===== src/rtl/mvm_pkg.sv =====
// Shared types and defaults for the mat_vec_mult load sequencer.
// The state enum is also exported on the sequencer's debug port.
package mvm_pkg;

  parameter int DEF_DATA_WIDTH = 8;
  parameter int DEF_DEPTH      = 8;

  typedef enum logic [2:0] {
    IDLE    = 3'd0,
    CLEAR   = 3'd1,
    REQ     = 3'd2,
    WAIT    = 3'd3,
    COMPUTE = 3'd4,
    DONE    = 3'd5,
    ERROR   = 3'd6
  } mvm_seq_state_t;

  // One memory word carries a full matrix row (or the whole vector).
  function automatic int word_bits(input int data_width, input int depth);
    return data_width * depth;
  endfunction

endpackage


===== src/rtl/mvm_watchdog.sv =====
// Cycle watchdog: load clears the count, en advances it, expired flags the
// last permitted cycle so the owner can leave on the following edge.
module mvm_watchdog #(
  parameter int LIMIT = 1024
) (
  input  logic clk,
  input  logic rst_n,
  input  logic load,
  input  logic en,
  output logic expired
);

  localparam int CW = $clog2(LIMIT + 1);

  logic [CW-1:0] count;

  always_ff @(posedge clk) begin
    if (!rst_n) begin
      count <= '0;
    end else if (load) begin
      count <= '0;
    end else if (en && !expired) begin
      count <= count + CW'(1);
    end
  end

  assign expired = en && (count == CW'(LIMIT - 1));

endmodule


===== src/rtl/mvm_load_sequencer.sv =====
// Loads DEPTH matrix rows plus one vector word into mat_vec_mult, then waits
// for mac_done. Define MVM_SEQ_TIMEOUT_EN to add the REQ/WAIT/COMPUTE watchdog.
module mvm_load_sequencer
  import mvm_pkg::*;
#(
  parameter int DATA_WIDTH     = DEF_DATA_WIDTH,
  parameter int DEPTH          = DEF_DEPTH,
  parameter int ADDR_W         = 32,
  parameter int TIMEOUT_CYCLES = 1024
) (
  input  logic                                  clk,
  input  logic                                  rst_n,
  input  logic                                  start,
  input  logic [ADDR_W-1:0]                     base_addr,
  output logic                                  busy,
  output logic                                  done,
  output logic                                  err,
  output logic [ADDR_W-1:0]                     avm_address,
  output logic                                  avm_read,
  input  logic [word_bits(DATA_WIDTH, DEPTH)-1:0] avm_readdata,
  input  logic                                  avm_readdatavalid,
  input  logic                                  avm_waitrequest,
  output logic                                  mac_clr,
  output logic                                  a_wren,
  output logic                                  b_wren,
  input  logic                                  mac_done,
  output mvm_seq_state_t                        dbg_state
);

  localparam int CNT_W = $clog2(DEPTH + 1);
  localparam logic [CNT_W-1:0] LAST = CNT_W'(DEPTH);

  mvm_seq_state_t    state;
  logic [CNT_W-1:0]  cnt;
  logic [ADDR_W-1:0] base;
  logic              wd_expired;

  // Data is steered straight from the bus into the FIFOs, never through here.
  logic unused_readdata;
  assign unused_readdata = ^avm_readdata;

`ifdef MVM_SEQ_TIMEOUT_EN
  logic wd_load;
  logic wd_en;
  // Restart on every cycle whose successor is a fresh REQ or COMPUTE.
  assign wd_load = (state == CLEAR) || ((state == WAIT) && avm_readdatavalid);
  assign wd_en   = (state == REQ) || (state == WAIT) || (state == COMPUTE);

  mvm_watchdog #(.LIMIT(TIMEOUT_CYCLES)) u_watchdog (
    .clk     (clk),
    .rst_n   (rst_n),
    .load    (wd_load),
    .en      (wd_en),
    .expired (wd_expired)
  );
`else
  localparam int unused_timeout_cycles = TIMEOUT_CYCLES;
  assign wd_expired = 1'b0;
`endif

  // Avalon read handshake: a request transfers on the edge where avm_read=1
  // and avm_waitrequest=0; address and read stay frozen until then. Exactly
  // one read is outstanding, answered by a single readdatavalid in WAIT.
  always_ff @(posedge clk) begin
    if (!rst_n) begin
      state       <= IDLE;
      cnt         <= '0;
      base        <= '0;
      avm_address <= '0;
      avm_read    <= 1'b0;
      mac_clr     <= 1'b0;
      busy        <= 1'b0;
      done        <= 1'b0;
      err         <= 1'b0;
    end else begin
      mac_clr <= 1'b0;
      unique case (state)
        IDLE, DONE, ERROR: begin
          if (start) begin
            state   <= CLEAR;
            base    <= base_addr;
            cnt     <= '0;
            done    <= 1'b0;
            err     <= 1'b0;
            busy    <= 1'b1;
            mac_clr <= 1'b1;
          end
        end
        CLEAR: begin
          state       <= REQ;
          avm_address <= base;
          avm_read    <= 1'b1;
        end
        REQ: begin
          if (wd_expired) begin
            state    <= ERROR;
            avm_read <= 1'b0;
            busy     <= 1'b0;
            err      <= 1'b1;
          end else if (!avm_waitrequest) begin
            state    <= WAIT;
            avm_read <= 1'b0;
          end
        end
        WAIT: begin
          if (wd_expired) begin
            state <= ERROR;
            busy  <= 1'b0;
            err   <= 1'b1;
          end else if (avm_readdatavalid) begin
            cnt <= cnt + CNT_W'(1);
            if (cnt == LAST) begin
              state <= COMPUTE;
            end else begin
              state       <= REQ;
              avm_address <= base + ADDR_W'(cnt) + ADDR_W'(1);
              avm_read    <= 1'b1;
            end
          end
        end
        COMPUTE: begin
          if (wd_expired) begin
            state <= ERROR;
            busy  <= 1'b0;
            err   <= 1'b1;
          end else if (mac_done) begin
            state <= DONE;
            busy  <= 1'b0;
            done  <= 1'b1;
          end
        end
        default: state <= IDLE;
      endcase
    end
  end

  assign a_wren    = (state == WAIT) && avm_readdatavalid && !wd_expired && (cnt < LAST);
  assign b_wren    = (state == WAIT) && avm_readdatavalid && !wd_expired && (cnt == LAST);
  assign dbg_state = state;

endmodule


===== config.mk =====
export PLATFORM = sky130hd
export DESIGN_NAME = mvm_load_sequencer
export DESIGN_NICKNAME = d
export VERILOG_FILES = /design/src/rtl/mvm_pkg.sv /design/src/rtl/mvm_watchdog.sv /design/src/rtl/mvm_load_sequencer.sv
export SDC_FILE = /design/constraint.sdc
export NUM_CORES = 1
export LEC_CHECK = 0
export ABC_AREA = 1
export CAP_MARGIN = 10
export CORE_MARGIN = 3
export CORE_UTILIZATION = 45
export DETAILED_ROUTE_END_ITERATION = 10
export MAX_ROUTING_LAYER = met4
export PLACE_DENSITY = 0.85
export SYNTH_ARGS = -nofsm -noshare
export SYNTH_HDL_FRONTEND = slang
export SYNTH_SLANG_ARGS = --single-unit

===== constraint.sdc =====
create_clock -name clk -period 3.81 [get_ports clk]
set_input_delay 0.381 -clock clk [delete_from_list [all_inputs] [get_ports clk]]
set_output_delay 0.381 -clock clk [all_outputs]
set_load 0.02 [all_outputs]

# Word level (Yosys, flattened, before mapping)

Cells that the tools add are included.
W data, S select, Z words.

Output and inout bits: 42
Register bits after elaboration: 75
Input port bits: 102
Memory bits (read-only): 0
RAM bits: 0
Latch bits: 0
Word-level logic and storage cells: 63
Memories kept: 0

Eq/ne operators: 12
Shifts and indexed selects: 0
$mul: 0
Bitwise operators: 0
Divide/modulo/power cells: 0
Reduce and logical (&&, ||, !) cells: 16
Add/subtract/negate cells: 3
Mux-type cells: 23
Magnitude comparators: 1

Operators with widths:

| operator                | number |
|---|---|
| $mux W32                | 2 |
| $pmux W32 S2            | 1 |
| $add A32 B1 Y32 const B | 1 |
| $add A32 B4 Y32         | 1 |
| $mux W3                 | 5 |
| $pmux W3 S5             | 1 |
| $ne A2 B2 Y1 const B    | 5 |
| $eq A3 B3 Y1 const B    | 3 |
| $reduce_and A3 Y1       | 3 |
| $mux W1                 | 8 |
| $mux W4                 | 2 |
| $pmux W4 S2             | 1 |
| $reduce_and A4 Y1       | 2 |
| $eq A3 B2 Y1 const B    | 2 |
| $reduce_bool A2 Y1      | 3 |
| $add A4 B1 Y4 const B   | 1 |
| $eq A4 B4 Y1 const B    | 1 |
| $lt A4 B4 Y1 const B    | 1 |
| $pmux W1 S2             | 2 |
| $reduce_and A2 Y1       | 2 |
| $eq A3 B1 Y1 const B    | 1 |
| $logic_and A1 B1 Y1     | 3 |
| $logic_not A3 Y1        | 1 |
| $pmux W1 S3             | 1 |
| other kinds (2)         | 2 |

# Depth between registers and ports, before layout

Depth after elaboration: 5
Gate-level depth with buffers: 14
Depth with buffers taken out: 14

# Worst setup path after synthesis

OpenSTA, ideal clock, no wires.

Kind: register to output
Start point: register state[0] (netlist: dbg_state[0])
End point: output b_wren
Arrival time: 1.548 ns
Data required time: 3.429 ns
Cell stages (with the launch flop): 8
Slack: 1.881 ns
Path through: dfxtp_1 -> nand2_1 -> inv_2 -> nand2_2 -> inv_1 -> buf_2 -> nand2_1 -> nor2_1

Word-level cells in the longest chain between the ends: 3

RTL lines:

| item                              | line                      | RTL |
|---|---|---|
| start: declaration                | mvm_load_sequencer.sv:33  | `mvm_seq_state_t state;` |
| start signal: assignment          | mvm_load_sequencer.sv:66  | `state <= IDLE;` |
| start signal: assignment          | mvm_load_sequencer.sv:80  | `state <= CLEAR;` |
| start signal: assignment          | mvm_load_sequencer.sv:90  | `state <= REQ;` |
| $eq A3 B2 Y1                      | mvm_load_sequencer.sv:138 | `assign b_wren = (state == WAIT) && avm_readdatavalid && !wd_expired && (cnt == LAST);` |
| $logic_and A1 B1 Y1 (2 in series) | mvm_load_sequencer.sv:138 |  |
| end: declaration                  | mvm_load_sequencer.sv:25  | `output logic b_wren,` |

No other way between the ends.

# Worst setup path in the final report

Start point: register state[1] (netlist: dbg_state[1])
End point: output b_wren

The elaborated chain is that of the path after synthesis.

==> results_dict.tcl <==
set metrics [dict create \
    outcome "complete, no violations" \
    yosysWarnings 0 \
    routed_wirelength_mm 10.31 \
    cellLeakagePower_nw 1.975 \
    worst_slew_pin_slew_ps 580.4 \
    worstSetupPathType "register to output port" \
    grt-busiest-layer "met2" \
    fmax_mhz 367.0 \
    post_cts_resize_count 0 \
    grt_pass1_wl_mm 17.15 \
    reg2reg_depth 9 \
    nFillCells 748 \
    grt_setup_unrepaired "false" \
    root_buffer "clkbuf_8" \
    drc_errors 0 \
    die_h_um 97.94 \
    clockBufferDepth 2 \
    dieWidth_um 97.94 \
    grt_pass1_vias 3770 \
    setup_viol 0 \
    final_common_cell "nand2_1" \
    clk_latency_ps 360 \
    end_kind "output port" \
    layout_common_cells "158 x nand2_1, 78 x clkdlybuf4s50_1, 75 x dfxtp_1" \
    core_um2 7968 \
    syn_nets 676 \
    r2r-start "dbg_state[1]$_SDFFE_PN0P_" \
    cts_hold_buf 0 \
    synthCells 567 \
    finalSetupTns_ps 0 \
    cts_tree "yes" \
    worstSetupStartpointType "register" \
    nets 751 \
    skew_ps 14.83 \
    ys.flop_type "dfxtp_1" \
    final_hold_viol_count 0 \
    syn_avg_cell_area_um2 6.708 \
    htree_num_levels 3 \
    synthesis.area_um2 3804 \
    gp_congestion 0.9379 \
    rows 32 \
    path_max_fanout 15 \
    ant_nets 0 \
    cp.required_ps 3430 \
    drt_iter0_markers 258 \
    peakVddDrop_mv 0.3020 \
    wire_per_inst_um 13.77 \
    drv_slew 0 \
    grt_max_degree 57 \
    r2r_slack_ps 1300 \
    layout.cells.non_filler 749 \
    p_per_area_nw_per_um2 704.8 \
    cts.reportedPaths.clkPinSlew_ps 80 \
    pre_cts_ws_ps 1332 \
    hold_class "register to register" \
    async_flop_share_pct 0 \
    met3_usage_pct 4.000 \
    cts_setup_buffers 0 \
    worstReg2RegEnd "avm_address[0]$_SDFFE_PN0P_" \
    grtUsageMet1_pct 28.61 \
    multi_input_area_um2 1956 \
    dieArea_um2 9591 \
    grt_use_total_pct 22.22 \
    regArea_um2 1501 \
    placed_cells 733 \
    cts.sink_count 75 \
    crit_arrival_ps 2340 \
    initial_utilization_pct 47.74 \
    fin_crit_ps 2725 \
    numCtsBuffers 9 \
    vias 3865 \
    area_growth_pct 27.83 \
    hpwl_mm 7.454 \
    pin_count 144 \
    finalCritPeriodShare_pct 71.52 \
    port_buffers 78 \
    diodes 0 \
    use_met2_pct 35.45 \
    setup.worst_path.start "dbg_state[1]$_SDFFE_PN0P_" \
    antenna_found_initial 0 \
    fin_ws_ps 1085 \
    cap_viol_max_count 0 \
    post-route-util_pct 61.02 \
    synth_seq_cells 75 \
    routed_via_density 5.160 \
    grt_overflow 0 \
    synth_seq_area_share_pct 39.47 \
    drt_first_pass_iters 5 \
    endpoint "b_wren" \
    synth_enable_flop_cells 0 \
    slew_headroom_pct 61.26 \
    yosys.cell_types.count 35 \
    layout-drive-gt1-share_pct 5.100 \
]
cell type report:
type | count | area share (%)
multi-input cells | 406 | 40.22
flip-flops and latches | 75 | 30.88
repair buffers | 84 | 16.98
inverters | 66 | 5.095
clock buffers | 12 | 3.191
well taps | 102 | 2.625
clock inverters | 4 | 1.004
cell families (layout without fill, tap and decap cells):
kind of cell / Yosys count / count (layout) / synth area share (%)
other: 1 / 1 / 0.09859
xor gates and xnor gates: 13 / 13 / 2.993
adders and majority gates: 7 / 7 / 2.500
buffers and inverters: 86 / 166 / 9.112
DFF: 75 / 75 / 39.47
AOI/OAI and AO/OA: 98 / 98 / 14.34
and+or+nand+nor: 287 / 287 / 31.48
flip-flops by register name (all words and copies together) (netlist names):
register     cells
busy             1
cnt              4
base            32
dbg_state        3
done             1
avm_address     32
avm_read         1
mac_clr          1
power breakdown:
part,switching [mW],internal (mW)
Combinational,0.912,0.624
Sequential,0.211,1.05
Clock,0.294,0.338
Total,1.42,2.01
critical path: stages, from the launching register on:
cell             delay (ps)
dfxtp_1                 480
nand2_1                 170
inv_2                   110
nand2_2                 220
inv_1                   160
nand2_1                  90
nor2_1                  110
clkdlybuf4s50_1         630
worst min path at each step:
| stage | from | end | slack, ps | cells after the start |
|---|---|---|---|---|
| 3_5_place_dp | done$_SDFFE_PN0P_ | done$_SDFFE_PN0P_ | 460 | 2 |
| 3_3_place_gp | done$_SDFFE_PN0P_ | done$_SDFFE_PN0P_ | 450 | 2 |
| 2_1_floorplan | base[2]$_SDFFE_PN0P_ | base[2]$_SDFFE_PN0P_ | 440 | 2 |
| 5_1_grt | busy$_SDFFE_PN0P_ | busy$_SDFFE_PN0P_ | 500 | 2 |
| 4_1_cts | done$_SDFFE_PN0P_ | done$_SDFFE_PN0P_ | 470 | 2 |
| 6_report | done$_SDFFE_PN0P_ | done$_SDFFE_PN0P_ | 470 | 2 |
per-stage QoR:
step	cell area, um^2	power, mW	hold WS [ps]
final	4862	3.427	470.7
after global routing	4862	3.656	497.4
after CTS	4862	3.425	470.8
after detailed placement	4658	2.786	458.1
after global placement	4658	2.718	453.2
after floorplan	3804	2.195	442.8
synth_stat cells (8+ instances only):
| cell type | n | area (um^2) |
|---|---|---|
| inv_1 | 64 | 240.2 |
| o21ai_0 | 47 | 235.2 |
| nor2_1 | 66 | 247.7 |
| a22o_1 | 8 | 70.07 |
| nand4_1 | 8 | 50.05 |
| nand2_1 | 158 | 593.1 |
| dfxtp_1 | 75 | 1501 |
| xor2_1 | 12 | 105.1 |
| buf_2 | 8 | 40.04 |
| a21oi_1 | 32 | 160.2 |
| nand3_1 | 39 | 195.2 |
per-layer routing:
layer / vias up / share of wire [%]
met3: 15 / 5.4
met5: - / 0
li1: 1967 / -
met4: 0 / 1.4
met1: 1757 / 46
met2: 126 / 47
Note: power is estimated with default switching activity, not from simulation.
